**config.mk**
```make
export PLATFORM = sky130hd
export DESIGN_NAME = poly_commutator
export DESIGN_NICKNAME = d
export VERILOG_FILES = /design/src/rtl/poly_commutator_pkg.sv /design/src/rtl/poly_commutator_idx.sv /design/src/rtl/poly_commutator.sv
export SDC_FILE = /design/constraint.sdc
export NUM_CORES = 1
export LEC_CHECK = 0
export BUFFER_PORTS_ARGS = -buffer_cell sky130_fd_sc_hd__buf_2
export CAP_MARGIN = 20
export CELL_PAD_IN_SITES_DETAIL_PLACEMENT = 1
export CELL_PAD_IN_SITES_GLOBAL_PLACEMENT = 1
export CORE_AREA = 2 2 109 111
export CTS_CLUSTER_DIAMETER = 100
export CTS_CLUSTER_SIZE = 28
export DETAILED_ROUTE_END_ITERATION = 6
export DIE_AREA = 0 0 111 113
export PLACE_DENSITY_LB_ADDON = 0.1
export SLEW_MARGIN = 20
export SYNTH_ARGS = -nofsm -noshare
export SYNTH_HDL_FRONTEND = slang
export SYNTH_SLANG_ARGS = --single-unit
```
**constraint.sdc**
```tcl
create_clock -name i_clk -period 4.1 [get_ports i_clk]
set_clock_uncertainty 0.15 [all_clocks]
set_input_delay 0.615 -clock i_clk [delete_from_list [all_inputs] [get_ports i_clk]]
set_output_delay 0.615 -clock i_clk [all_outputs]
set_load 0.02 [all_outputs]
```
**src/rtl/poly_commutator_pkg.sv**
```systemverilog
// ----------------------------------------------------------------------------
// poly_commutator_pkg
// Shared constants, state encoding and slot arithmetic for the polyphase
// commutator (mode selection, direction codes, start/next slot helpers).
// Revision: 1.0 - initial single-clock, enable-paced release
// ----------------------------------------------------------------------------
`default_nettype none

package poly_commutator_pkg;

  // Commutation modes
  localparam int C_MODE_P2S = 0;  // parallel-to-serial (interpolator output)
  localparam int C_MODE_S2P = 1;  // serial-to-parallel (decimator input)

  // Direction codes carried on i_ccw
  localparam logic C_DIR_CW  = 1'b0;  // descending slots
  localparam logic C_DIR_CCW = 1'b1;  // ascending slots

  // Parallel-to-serial frame state
  typedef enum logic [0:0] {
    S_IDLE = 1'b0,
    S_RUN  = 1'b1
  } state_e;

  // Slot/beat index width for N phases: clog2(N), never below one bit
  function automatic int f_idx_width(input int n);
    return (n > 1) ? $clog2(n) : 1;
  endfunction

  // First slot of a frame; an out-of-range phase falls back to zero
  function automatic int f_start_slot(input logic ccw, input int phase, input int n);
    int p;
    p = (phase >= n) ? 0 : phase;
    return (ccw == C_DIR_CCW) ? p : (n - 1 - p);
  endfunction

  // Following slot in the chosen direction, wrapping modulo N
  function automatic int f_next_slot(input int slot, input logic ccw, input int n);
    if (ccw == C_DIR_CCW) begin
      return (slot >= n - 1) ? 0 : slot + 1;
    end
    return (slot == 0) ? n - 1 : slot - 1;
  endfunction

endpackage

`default_nettype wire

```
**src/rtl/poly_commutator_idx.sv**
```systemverilog
// ----------------------------------------------------------------------------
// poly_commutator_idx
// Slot/beat counter for the commutator. A load latches direction and the
// phase-derived start slot; a step advances slot (modulo N, either direction)
// and beat. Load and step may coincide: the step then starts from the freshly
// loaded start slot, which is what the serial-to-parallel path needs on the
// first word of a frame. Next-state values are exported so the caller can
// register its outputs in the same cycle the index moves.
// Revision: 1.0 - initial release
// ----------------------------------------------------------------------------
`default_nettype none

module poly_commutator_idx
  import poly_commutator_pkg::*;
#(
  parameter int gp_nr_phases = 4
) (
  input  logic                                  i_clk,
  input  logic                                  i_rst_an,
  input  logic                                  i_ena,
  input  logic                                  i_load,
  input  logic                                  i_step,
  input  logic                                  i_ccw,
  input  logic [f_idx_width(gp_nr_phases)-1:0]  i_phase,
  output logic [f_idx_width(gp_nr_phases)-1:0]  o_beat,
  output logic                                  o_last,
  output logic [f_idx_width(gp_nr_phases)-1:0]  o_wr_slot,
  output logic [f_idx_width(gp_nr_phases)-1:0]  o_slot_nxt,
  output logic [f_idx_width(gp_nr_phases)-1:0]  o_beat_nxt
);

  localparam int c_idx_width = f_idx_width(gp_nr_phases);
  localparam logic [c_idx_width-1:0] c_last = c_idx_width'(gp_nr_phases - 1);

  logic [c_idx_width-1:0] r_slot;
  logic [c_idx_width-1:0] r_beat;
  logic                   r_ccw;

  logic [c_idx_width-1:0] w_start;
  logic [c_idx_width-1:0] w_base_slot;
  logic [c_idx_width-1:0] w_base_beat;
  logic                   w_base_ccw;
  logic [c_idx_width-1:0] w_slot_nxt;
  logic [c_idx_width-1:0] w_beat_nxt;

  // Next index: optional reload to the start slot, then optional step
  always_comb begin
    w_start     = c_idx_width'(f_start_slot(i_ccw, int'(i_phase), gp_nr_phases));
    w_base_slot = i_load ? w_start : r_slot;
    w_base_beat = i_load ? '0 : r_beat;
    w_base_ccw  = i_load ? i_ccw : r_ccw;
    w_slot_nxt  = w_base_slot;
    w_beat_nxt  = w_base_beat;
    if (i_step) begin
      w_slot_nxt = c_idx_width'(f_next_slot(int'(w_base_slot), w_base_ccw, gp_nr_phases));
      w_beat_nxt = (w_base_beat == c_last) ? '0 : w_base_beat + 1'b1;
    end
  end

  // Index registers, frozen while the enable is low
  always_ff @(posedge i_clk or negedge i_rst_an) begin
    if (!i_rst_an) begin
      r_slot <= '0;
      r_beat <= '0;
      r_ccw  <= C_DIR_CW;
    end else if (i_ena) begin
      r_slot <= w_slot_nxt;
      r_beat <= w_beat_nxt;
      r_ccw  <= w_base_ccw;
    end
  end

  assign o_beat     = r_beat;
  assign o_last     = (r_beat == c_last);
  assign o_wr_slot  = w_base_slot;
  assign o_slot_nxt = w_slot_nxt;
  assign o_beat_nxt = w_beat_nxt;

endmodule

`default_nettype wire

```
**src/rtl/poly_commutator.sv**
```systemverilog
// ----------------------------------------------------------------------------
// poly_commutator
// Single-clock, enable-paced polyphase commutator.
//   gp_mode 0: parallel-to-serial, one N-sample word in, N serial beats out
//              with o_sof/o_eof markers and seamless back-to-back frames.
//   gp_mode 1: serial-to-parallel, N serial samples in, one N-sample word
//              out with a one-cycle o_valid/o_eof pulse.
// Direction (i_ccw) and start phase (i_phase) are sampled at frame start.
// Optional: define POLY_COMMUTATOR_OVF_DET_EN for a sticky overflow flag.
// Revision: 1.0 - initial single-clock, enable-paced release
// ----------------------------------------------------------------------------
`default_nettype none

module poly_commutator
  import poly_commutator_pkg::*;
#(
  parameter int gp_idata_width = 16,
  parameter int gp_nr_phases   = 4,
  parameter int gp_mode        = 0
) (
  input  logic                                 i_clk,
  input  logic                                 i_rst_an,
  input  logic                                 i_ena,
  input  logic                                 i_ccw,
  input  logic [f_idx_width(gp_nr_phases)-1:0] i_phase,
  input  logic                                 i_valid,
  output logic                                 o_ready,
  input  logic signed [((gp_mode == C_MODE_P2S) ? gp_nr_phases*gp_idata_width
                                                : gp_idata_width)-1:0] i_data,
  output logic signed [((gp_mode == C_MODE_P2S) ? gp_idata_width
                                                : gp_nr_phases*gp_idata_width)-1:0] o_data,
  output logic                                 o_valid,
  output logic                                 o_sof,
  output logic                                 o_eof,
  output logic                                 o_ovf
);

  localparam int c_idx_width = f_idx_width(gp_nr_phases);
  localparam int c_nw        = gp_nr_phases * gp_idata_width;
  localparam logic [c_idx_width-1:0] c_last = c_idx_width'(gp_nr_phases - 1);

  logic                   w_load;
  logic                   w_step;
  logic [c_idx_width-1:0] w_beat;
  logic                   w_last;
  logic [c_idx_width-1:0] w_wr_slot;
  logic [c_idx_width-1:0] w_slot_nxt;
  logic [c_idx_width-1:0] w_beat_nxt;

  poly_commutator_idx #(
    .gp_nr_phases (gp_nr_phases)
  ) u_idx (
    .i_clk      (i_clk),
    .i_rst_an   (i_rst_an),
    .i_ena      (i_ena),
    .i_load     (w_load),
    .i_step     (w_step),
    .i_ccw      (i_ccw),
    .i_phase    (i_phase),
    .o_beat     (w_beat),
    .o_last     (w_last),
    .o_wr_slot  (w_wr_slot),
    .o_slot_nxt (w_slot_nxt),
    .o_beat_nxt (w_beat_nxt)
  );

  if (gp_mode == C_MODE_P2S) begin : g_p2s

    state_e                    r_state;
    logic [c_nw-1:0]           r_hold;
    logic [gp_idata_width-1:0] r_data;
    logic                      r_valid;
    logic                      r_sof;
    logic                      r_eof;
    logic                      r_ready;

    logic                      w_accept;
    state_e                    w_state_nxt;
    logic                      w_run_nxt;
    logic [c_nw-1:0]           w_hold_nxt;
    logic                      w_unused;

    assign w_accept = i_ena & i_valid & r_ready;
    // A fresh frame reloads the index; otherwise the index walks while RUN
    assign w_load   = w_accept;
    assign w_step   = (r_state == S_RUN) & ~w_accept;

    // Next frame state and hold contents
    always_comb begin
      w_hold_nxt  = w_accept ? i_data : r_hold;
      w_state_nxt = r_state;
      if (w_accept) begin
        w_state_nxt = S_RUN;
      end else if ((r_state == S_RUN) && w_last) begin
        w_state_nxt = S_IDLE;
      end
      w_run_nxt = (w_state_nxt == S_RUN);
    end

    // Frame FSM; outputs are registered so they describe the beat being shown
    always_ff @(posedge i_clk or negedge i_rst_an) begin
      if (!i_rst_an) begin
        r_state <= S_IDLE;
        r_hold  <= '0;
        r_data  <= '0;
        r_valid <= 1'b0;
        r_sof   <= 1'b0;
        r_eof   <= 1'b0;
        r_ready <= 1'b1;
      end else if (i_ena) begin
        r_state <= w_state_nxt;
        r_hold  <= w_hold_nxt;
        r_data  <= w_run_nxt ? w_hold_nxt[int'(w_slot_nxt)*gp_idata_width +: gp_idata_width]
                             : '0;
        r_valid <= w_run_nxt;
        r_sof   <= w_run_nxt & (w_beat_nxt == '0);
        r_eof   <= w_run_nxt & (w_beat_nxt == c_last);
        r_ready <= ~w_run_nxt | (w_beat_nxt == c_last);
      end
    end

    assign o_data   = r_data;
    assign o_valid  = r_valid;
    assign o_sof    = r_sof;
    assign o_eof    = r_eof;
    assign o_ready  = r_ready;
    assign w_unused = &{1'b0, w_wr_slot, w_beat};

`ifdef POLY_COMMUTATOR_OVF_DET_EN
    logic r_ovf;

    // Sticky flag: a word offered while a frame is still being serialised
    always_ff @(posedge i_clk or negedge i_rst_an) begin
      if (!i_rst_an) begin
        r_ovf <= 1'b0;
      end else if (i_ena & i_valid & ~r_ready) begin
        r_ovf <= 1'b1;
      end
    end

    assign o_ovf = r_ovf;
`else
    assign o_ovf = 1'b0;
`endif

  end else begin : g_s2p

    logic [c_nw-1:0] r_shadow;
    logic [c_nw-1:0] r_data;
    logic            r_valid;
    logic            r_eof;

    logic            w_accept;
    logic            w_frame_done;
    logic [c_nw-1:0] w_shadow_nxt;
    logic            w_unused;

    assign w_accept     = i_ena & i_valid;
    // The first word of a frame samples direction/phase and writes the start slot
    assign w_load       = w_accept & (w_beat == '0);
    assign w_step       = w_accept;
    assign w_frame_done = w_accept & w_last;

    // Shadow image including the word being accepted this cycle
    always_comb begin
      w_shadow_nxt = r_shadow;
      if (w_accept) begin
        w_shadow_nxt[int'(w_wr_slot)*gp_idata_width +: gp_idata_width] = i_data;
      end
    end

    // Collect samples and publish the full word once the frame completes
    always_ff @(posedge i_clk or negedge i_rst_an) begin
      if (!i_rst_an) begin
        r_shadow <= '0;
        r_data   <= '0;
        r_valid  <= 1'b0;
        r_eof    <= 1'b0;
      end else if (i_ena) begin
        r_shadow <= w_shadow_nxt;
        r_valid  <= w_frame_done;
        r_eof    <= w_frame_done;
        if (w_frame_done) begin
          r_data <= w_shadow_nxt;
        end
      end
    end

    assign o_data   = r_data;
    assign o_valid  = r_valid;
    assign o_sof    = 1'b0;
    assign o_eof    = r_eof;
    assign o_ready  = 1'b1;
    assign w_unused = &{1'b0, w_slot_nxt, w_beat_nxt};

`ifdef POLY_COMMUTATOR_OVF_DET_EN
    logic r_ovf;

    // Sticky flag: a sample offered while the block is stalled
    always_ff @(posedge i_clk or negedge i_rst_an) begin
      if (!i_rst_an) begin
        r_ovf <= 1'b0;
      end else if (i_valid & ~i_ena) begin
        r_ovf <= 1'b1;
      end
    end

    assign o_ovf = r_ovf;
`else
    assign o_ovf = 1'b0;
`endif

  end

endmodule

`default_nettype wire

```
==> metrics, run 1 <==
post-DP HPWL 9.73 mm; fin nets 702; critical path's top delay family compound AO/OA/AOI/OAI gates; CP Capture Type register; I/O pin count 92; CP Depth 8; post-synthesis sequential area ratio 49.1%; most common cell in the netlist nand2_1; EDFF count, synth 0; first-pass GRT wire length 24.1 mm; CTS root buffer clkbuf_16; largest net degree at the start of global routing 70; final WL 14.7 mm; final number of hold-violating endpoints 0; slowest CP cell dfstp_2; max frequency 353 MHz; Worst VDD drop 0.300 mV; layout cell share with drive strength beyond 1 20.2%; min cycle time layout 2840 ps; flops & latches, synth 89; GPL Wtd Cong 0.816; Worst Path Buf+Inv 1; Synth async-reset ratio 100%; Final ANT Viol Nets 0; leak pwr 2.81 nW; fillers 1,370; Pre-Repair DR Iteration Count 4; PortBufs 90; synth warn 0; TritonCTS sink count 89; syn nets 626; critical path class reg -> reg; final-report max-slew violation count 0; setup violators final 0; drt wl/cell 19.0 µm; Synth area leaders dfrtp_1 49%, nand2_1 25%, mux2i_1 3.7%; startpoint types register; Synth top cells by count 298 x nand2_1, 88 x dfrtp_1, 20 x clkbuf_1, 19 x nand3_1, 17 x mux2i_1; Max stage delay on crit path 570 ps; Synth top area share 48.5%; clk buf depth 2; reg2reg start o_ready$_DFFE_PN1P_; clk slew on worst S/H paths 70 ps; CTS Buf Count 9; Starting DRT DRC Count 172; worst slew pin tran 927 ps; status finished clean; Slew headroom 38.2%; routed via count 4,251; CTS tree done; r2r setup slk 1260 ps; max cap viols 0; count of cell types in the netlist 38; Post-CTS Setup Inserts 0; # rows 39; Syn Inst Count 554; GRT overflow 0; worst min-delay path category in -> async; antenna diode count 0; Setup TNS 0 ps; reg2reg end o_data[5]$_DFFE_PN0P_; data required time of the worst path 4180 ps; RSZ-0062 raised after global routing no; CP cell instances nand3_2 > a21o_1 > ha_1 > o311ai_2 > and3_1 > buf_4 > nand3_1 > a32o_1; vias in the first global route 4,468; CTS Hold Buffers Added 0; clk_lat worst skew 340 ps; Mapped Avg Cell Area 8.19 µm²; core box area 0.0113 mm²; r2r worst-path depth 8; Sequential cell area 0.00223 mm²; Post-synth top flop dfrtp_1; Layout area overhead 19.0%; number of antenna violations at the first check in global routing 0; total track usage 24.6%; CP endpoint o_data[5]$_DFFE_PN0P_; Syn Std Cell Area 0.00454 mm²; worst-path maximum fanout 10; Starting Density 40.3%; Critical Path Start o_ready$_DFFE_PN1P_; H-tree lvl count 3; DRC Markers 0; fin crit share 69.2%; footprint of the multi-input gates 0.00215 mm²; die extent in y 113 µm; die area 0.0125 mm²; Die X 111 µm; cell taking the most area after synthesis dfrtp_1; Resize count post-CTS 0; crit path DAT 2920 ps; Via-to-Cell Ratio 5.47; Power Density 739 mW/mm²; WHS 227 ps
==> how the worst min path moves through the flow <==
stage | to | slack (ps) | start | depth (start not counted)
floorplan | g_p2s.r_hold[0]$_DFFE_PN0P_ | 170 | i_rst_an | 0
global placement | g_p2s.r_hold[45]$_DFFE_PN0P_ | 310 | g_p2s.r_hold[45]$_DFFE_PN0P_ | 2
detailed placement | g_p2s.r_hold[41]$_DFFE_PN0P_ | 310 | g_p2s.r_hold[41]$_DFFE_PN0P_ | 2
CTS | g_p2s.r_hold[59]$_DFFE_PN0P_ | 290 | i_rst_an | 1
global route | g_p2s.r_hold[59]$_DFFE_PN0P_ | 310 | i_rst_an | 1
finish | g_p2s.r_hold[59]$_DFFE_PN0P_ | 230 | i_rst_an | 1
==> layer usage <==
layer,up-vias,global-route usage [%],share of wire [%],wire length (µm)
li1,1999,-,-,-
met1,2124,32.4,45,6690
met2,112,41.8,48,7040
met3,16,3.70,5.6,823
met4,0,8.42,1.3,188
met5,-,0,0,0
==> worst register-to-register path, delay by kind of cell (launching register included) <==
| kind | cells | cell delay, ps |
|---|---|---|
| compound gates | 3 | 850 |
| fa+ha+maj | 1 | 210 |
| buf+inv | 1 | 250 |
| flops | 1 | 570 |
| simple gates | 3 | 680 |
==> cell usage in the layout, fill, tap and decap left out, types with 2 or more instances in the layout <==
cell type / n
nand2_1: 298
buf_2: 89
dfrtp_1: 88
nand3_1: 19
mux2i_1: 17
a311oi_1: 16
a32oi_1: 15
a32o_1: 15
buf_4: 15
clkbuf_16: 9
a21o_1: 4
nor2_1: 4
and2_1: 3
a2111oi_0: 3
a21oi_1: 3
clkbuf_8: 3
inv_1: 2
mux2_2: 2
nand2b_1: 2
nor2b_1: 2
o21ai_0: 2
==> layout make-up <==
| cell class | count | share of cell area (%) |
|---|---|---|
| clock buffer | 13 | 5.00 |
| inverter | 2 | 0.139 |
| clock inverter | 2 | 0.232 |
| tap | 143 | 3.31 |
| sequential | 89 | 41.3 |
| multi-input combinational | 424 | 39.7 |
| timing repair buffer | 104 | 10.3 |
==> state kept, by name, summed over array words and instances (netlist names) <==
name / flops
g_p2s.r_hold: 64
u_idx.o_beat: 2
o_valid: 1
u_idx.r_ccw: 1
o_data: 16
o_eof: 1
o_ready: 1
u_idx.r_slot: 2
o_sof: 1
==> power breakdown <==
| part | total (W) | switching, W | internal (W) |
|---|---|---|---|
| Sequential | 0.00156 | 0.000273 | 0.00129 |
| Combinational | 0.00162 | 0.00101 | 0.000610 |
| Clock | 0.000810 | 0.000353 | 0.000457 |
==> logic make-up after synthesis <==
| logic type | synth area share (%) |
|---|---|
| xor+xnor | 0.772 |
| fa+ha+maj | 0.276 |
| buf+inv | 4.08 |
| flops | 49.1 |
| compound gates | 12.3 |
| simple gates | 29.2 |
| other cells | 0.0826 |
| mux | 4.24 |
==> stage by stage <==
| stage | setup WS, ps | cell area, µm² | util (%) | instances | total power, W |
|---|---|---|---|---|---|
| 4_1_cts | 1230 | 5400 | 47.9 | 777 | 0.00403 |
| 2_1_floorplan | 1080 | 4540 | - | 554 | 0.00262 |
| 3_3_place_gp | 1020 | 5120 | 45.4 | 762 | 0.00312 |
| 3_5_place_dp | 884 | 5120 | 45.4 | 762 | 0.00320 |
| 5_1_grt | 1060 | 5400 | 47.9 | 777 | 0.00430 |
| 6_report | 1260 | 5400 | 47.9 | 777 | 0.00399 |
Note: power is estimated with default switching activity, not from simulation.
==> run 2, diff against run 1 <==
Clock period 4.1 ns to 2.9 ns, I/O delays scaled along.
==> run 2 against run 1 <==
Compared with the run above: via count shrank 1.9%; sequential cell count is the same; register-to-register slack lost 1000 ps; global-route usage grew 0.57 points; design area grew 1.9%; combinational power grew 47%; largest power group unchanged.
==> metrics, run 2 (same netlist as run 1, synthesis figures left out) <==
critical path class reg -> reg; final-report max-slew violation count 0; Net Sw Power 0.00237 W; Starting DRT DRC Count 255; vias in the first global route 4,511; PortBufs 90; r2r worst-path depth 9; clk slew on worst S/H paths 70 ps; reg2reg start o_ready$_DFFE_PN1P_; worst-path maximum fanout 8; number of antenna violations at the first check in global routing 0; switching share of total power 40.9%; reg2reg end o_data[13]$_DFFE_PN0P_; worst min-delay path category in -> reg; total track usage 25.2%; Max stage delay on crit path 570 ps; antenna diode count 0; leak pwr 2.86 nW; CTS Buf Count 9; drt wl/cell 19.1 µm; Layout area overhead 21.3%; Starting Density 40.3%; r2r setup slk 250 ps; TritonCTS sink count 89; Pint 0.00342 W; H-tree lvl count 3; max frequency 378 MHz; hold path depth 3; startpoint types register; status finished clean; worst slack at placement 59.0 ps; clk buf depth 2; I/O pin count 92; Slew headroom 47.6%; commonest non-fill, non-tap cell in the layout nand2_1; layout cell share with drive strength beyond 1 20.9%; DRC Markers 0; # rows 39; Via-to-Cell Ratio 5.33; max reg flops 64; CTS root buffer clkbuf_16; data required time of the worst path 2980 ps; Top reg by flops g_p2s.r_hold; min cycle time layout 2650 ps; CP Capture Type register; GPL Wtd Cong 0.785; clock share of power 20.5%; Comb power frac 41.1%; die area 0.0125 mm²; largest net degree at the start of global routing 71; routed via count 4,170; Layout Utilization 48.8%; Final ANT Viol Nets 0; Setup TNS 0 ps; Area after DPL 0.00520 mm²; hold path endpoint g_p2s.r_hold[25]$_DFFE_PN0P_; Power Density 1050 mW/mm²; CP cell instances nand3_2 > a21o_1 > ha_1 > nand2b_1 > o311ai_2 > and3_1 > buf_4 > a2111oi_0 > o2bb2ai_1; Reg power frac 38.4%; Hold Crit Start i_data[25]; Pre-Repair DR Iteration Count 4; final WL 15.0 mm; Post-Layout Inst Area 0.00550 mm²; die extent in y 113 µm; final number of hold-violating endpoints 0; fin crit share 91.3%; slowest CP cell dfstp_2; worst slew pin tran 786 ps; Worst VDD drop 0.629 mV; fin nets 707; GRT overflow 0; CTS tree done; post-DP HPWL 10.1 mm; crit path DAT 2720 ps; most frequent cells in the layout 298 x nand2_1, 89 x buf_2, 88 x dfrtp_1; first-pass GRT wire length 24.6 mm; clk_lat worst skew 360 ps; max cap viols 0; Die X 111 µm; setup violators final 0; core box area 0.0113 mm²; RSZ-0062 raised after global routing no; Final WS setup 252 ps; Resize count post-CTS 0
run 2: what timing repair did:
action | CTS | global route
hold buffers | 1 | 0
endpoints found under the hold margin | 44 | 0
buffers inserted | 0 | 0
run 2: per-layer routing:
| layer | vias up | share of wire [%] | GRT usage (%) |
|---|---|---|---|
| met5 | - | 0 | 0 |
| met1 | 2046 | 49 | 35.8 |
| met3 | 13 | 4.6 | 5.78 |
| li1 | 2015 | - | - |
| met2 | 96 | 45 | 39.1 |
| met4 | 0 | 1.3 | 6.58 |
run 2: final cells by class:
type                            count  area (µm²)
Timing Repair Buffer              109         648
Fill cell                        1399        5770
Clock buffer                        9         225
Sequential cell                    89        2230
Tap cell                          143         179
Multi-Input combinational cell    424        2150
Clock inverter                      7        70.1
Inverter                            2        7.51
run 2: worst max-delay path by stage:
stage                   startpoint                      to
2_1_floorplan  o_ready$_DFFE_PN1P_  o_data[13]$_DFFE_PN0P_
3_3_place_gp                 i_ccw  o_data[13]$_DFFE_PN0P_
3_5_place_dp                 i_ccw  o_data[13]$_DFFE_PN0P_
4_1_cts        o_ready$_DFFE_PN1P_  o_data[13]$_DFFE_PN0P_
5_1_grt        o_ready$_DFFE_PN1P_  o_data[13]$_DFFE_PN0P_
6_report       o_ready$_DFFE_PN1P_  o_data[13]$_DFFE_PN0P_
run 2: worst max-delay path: cells and delay by family (launching register included):
| family | cells | cell delay (ps) |
|---|---|---|
| adders and majority gates | 1 | 260 |
| DFF | 1 | 570 |
| and+or+nand+nor | 3 | 540 |
| AOI/OAI and AO/OA | 4 | 820 |
| buffers and inverters | 1 | 180 |
run 2: power groups by stage:
stage | logic, W | clock network (W) | registers [W]
floorplan | 0.00148 | 0 | 0.00223
global placement | 0.00230 | 0 | 0.00221
detailed placement | 0.00239 | 0 | 0.00223
CTS | 0.00240 | 0.00122 | 0.00222
global route | 0.00267 | 0.00127 | 0.00230
finish | 0.00238 | 0.00119 | 0.00222
run 2: per-stage QoR:
| stage | total power [W] | instances | hold slack [ps] |
|---|---|---|---|
| after global placement | 0.00451 | 766 | 302 |
| after CTS | 0.00584 | 783 | 120 |
| after floorplan | 0.00371 | 554 | -10.6 |
| after detailed placement | 0.00462 | 766 | 312 |
| after global routing | 0.00624 | 783 | 136 |
| final | 0.00580 | 783 | 131 |
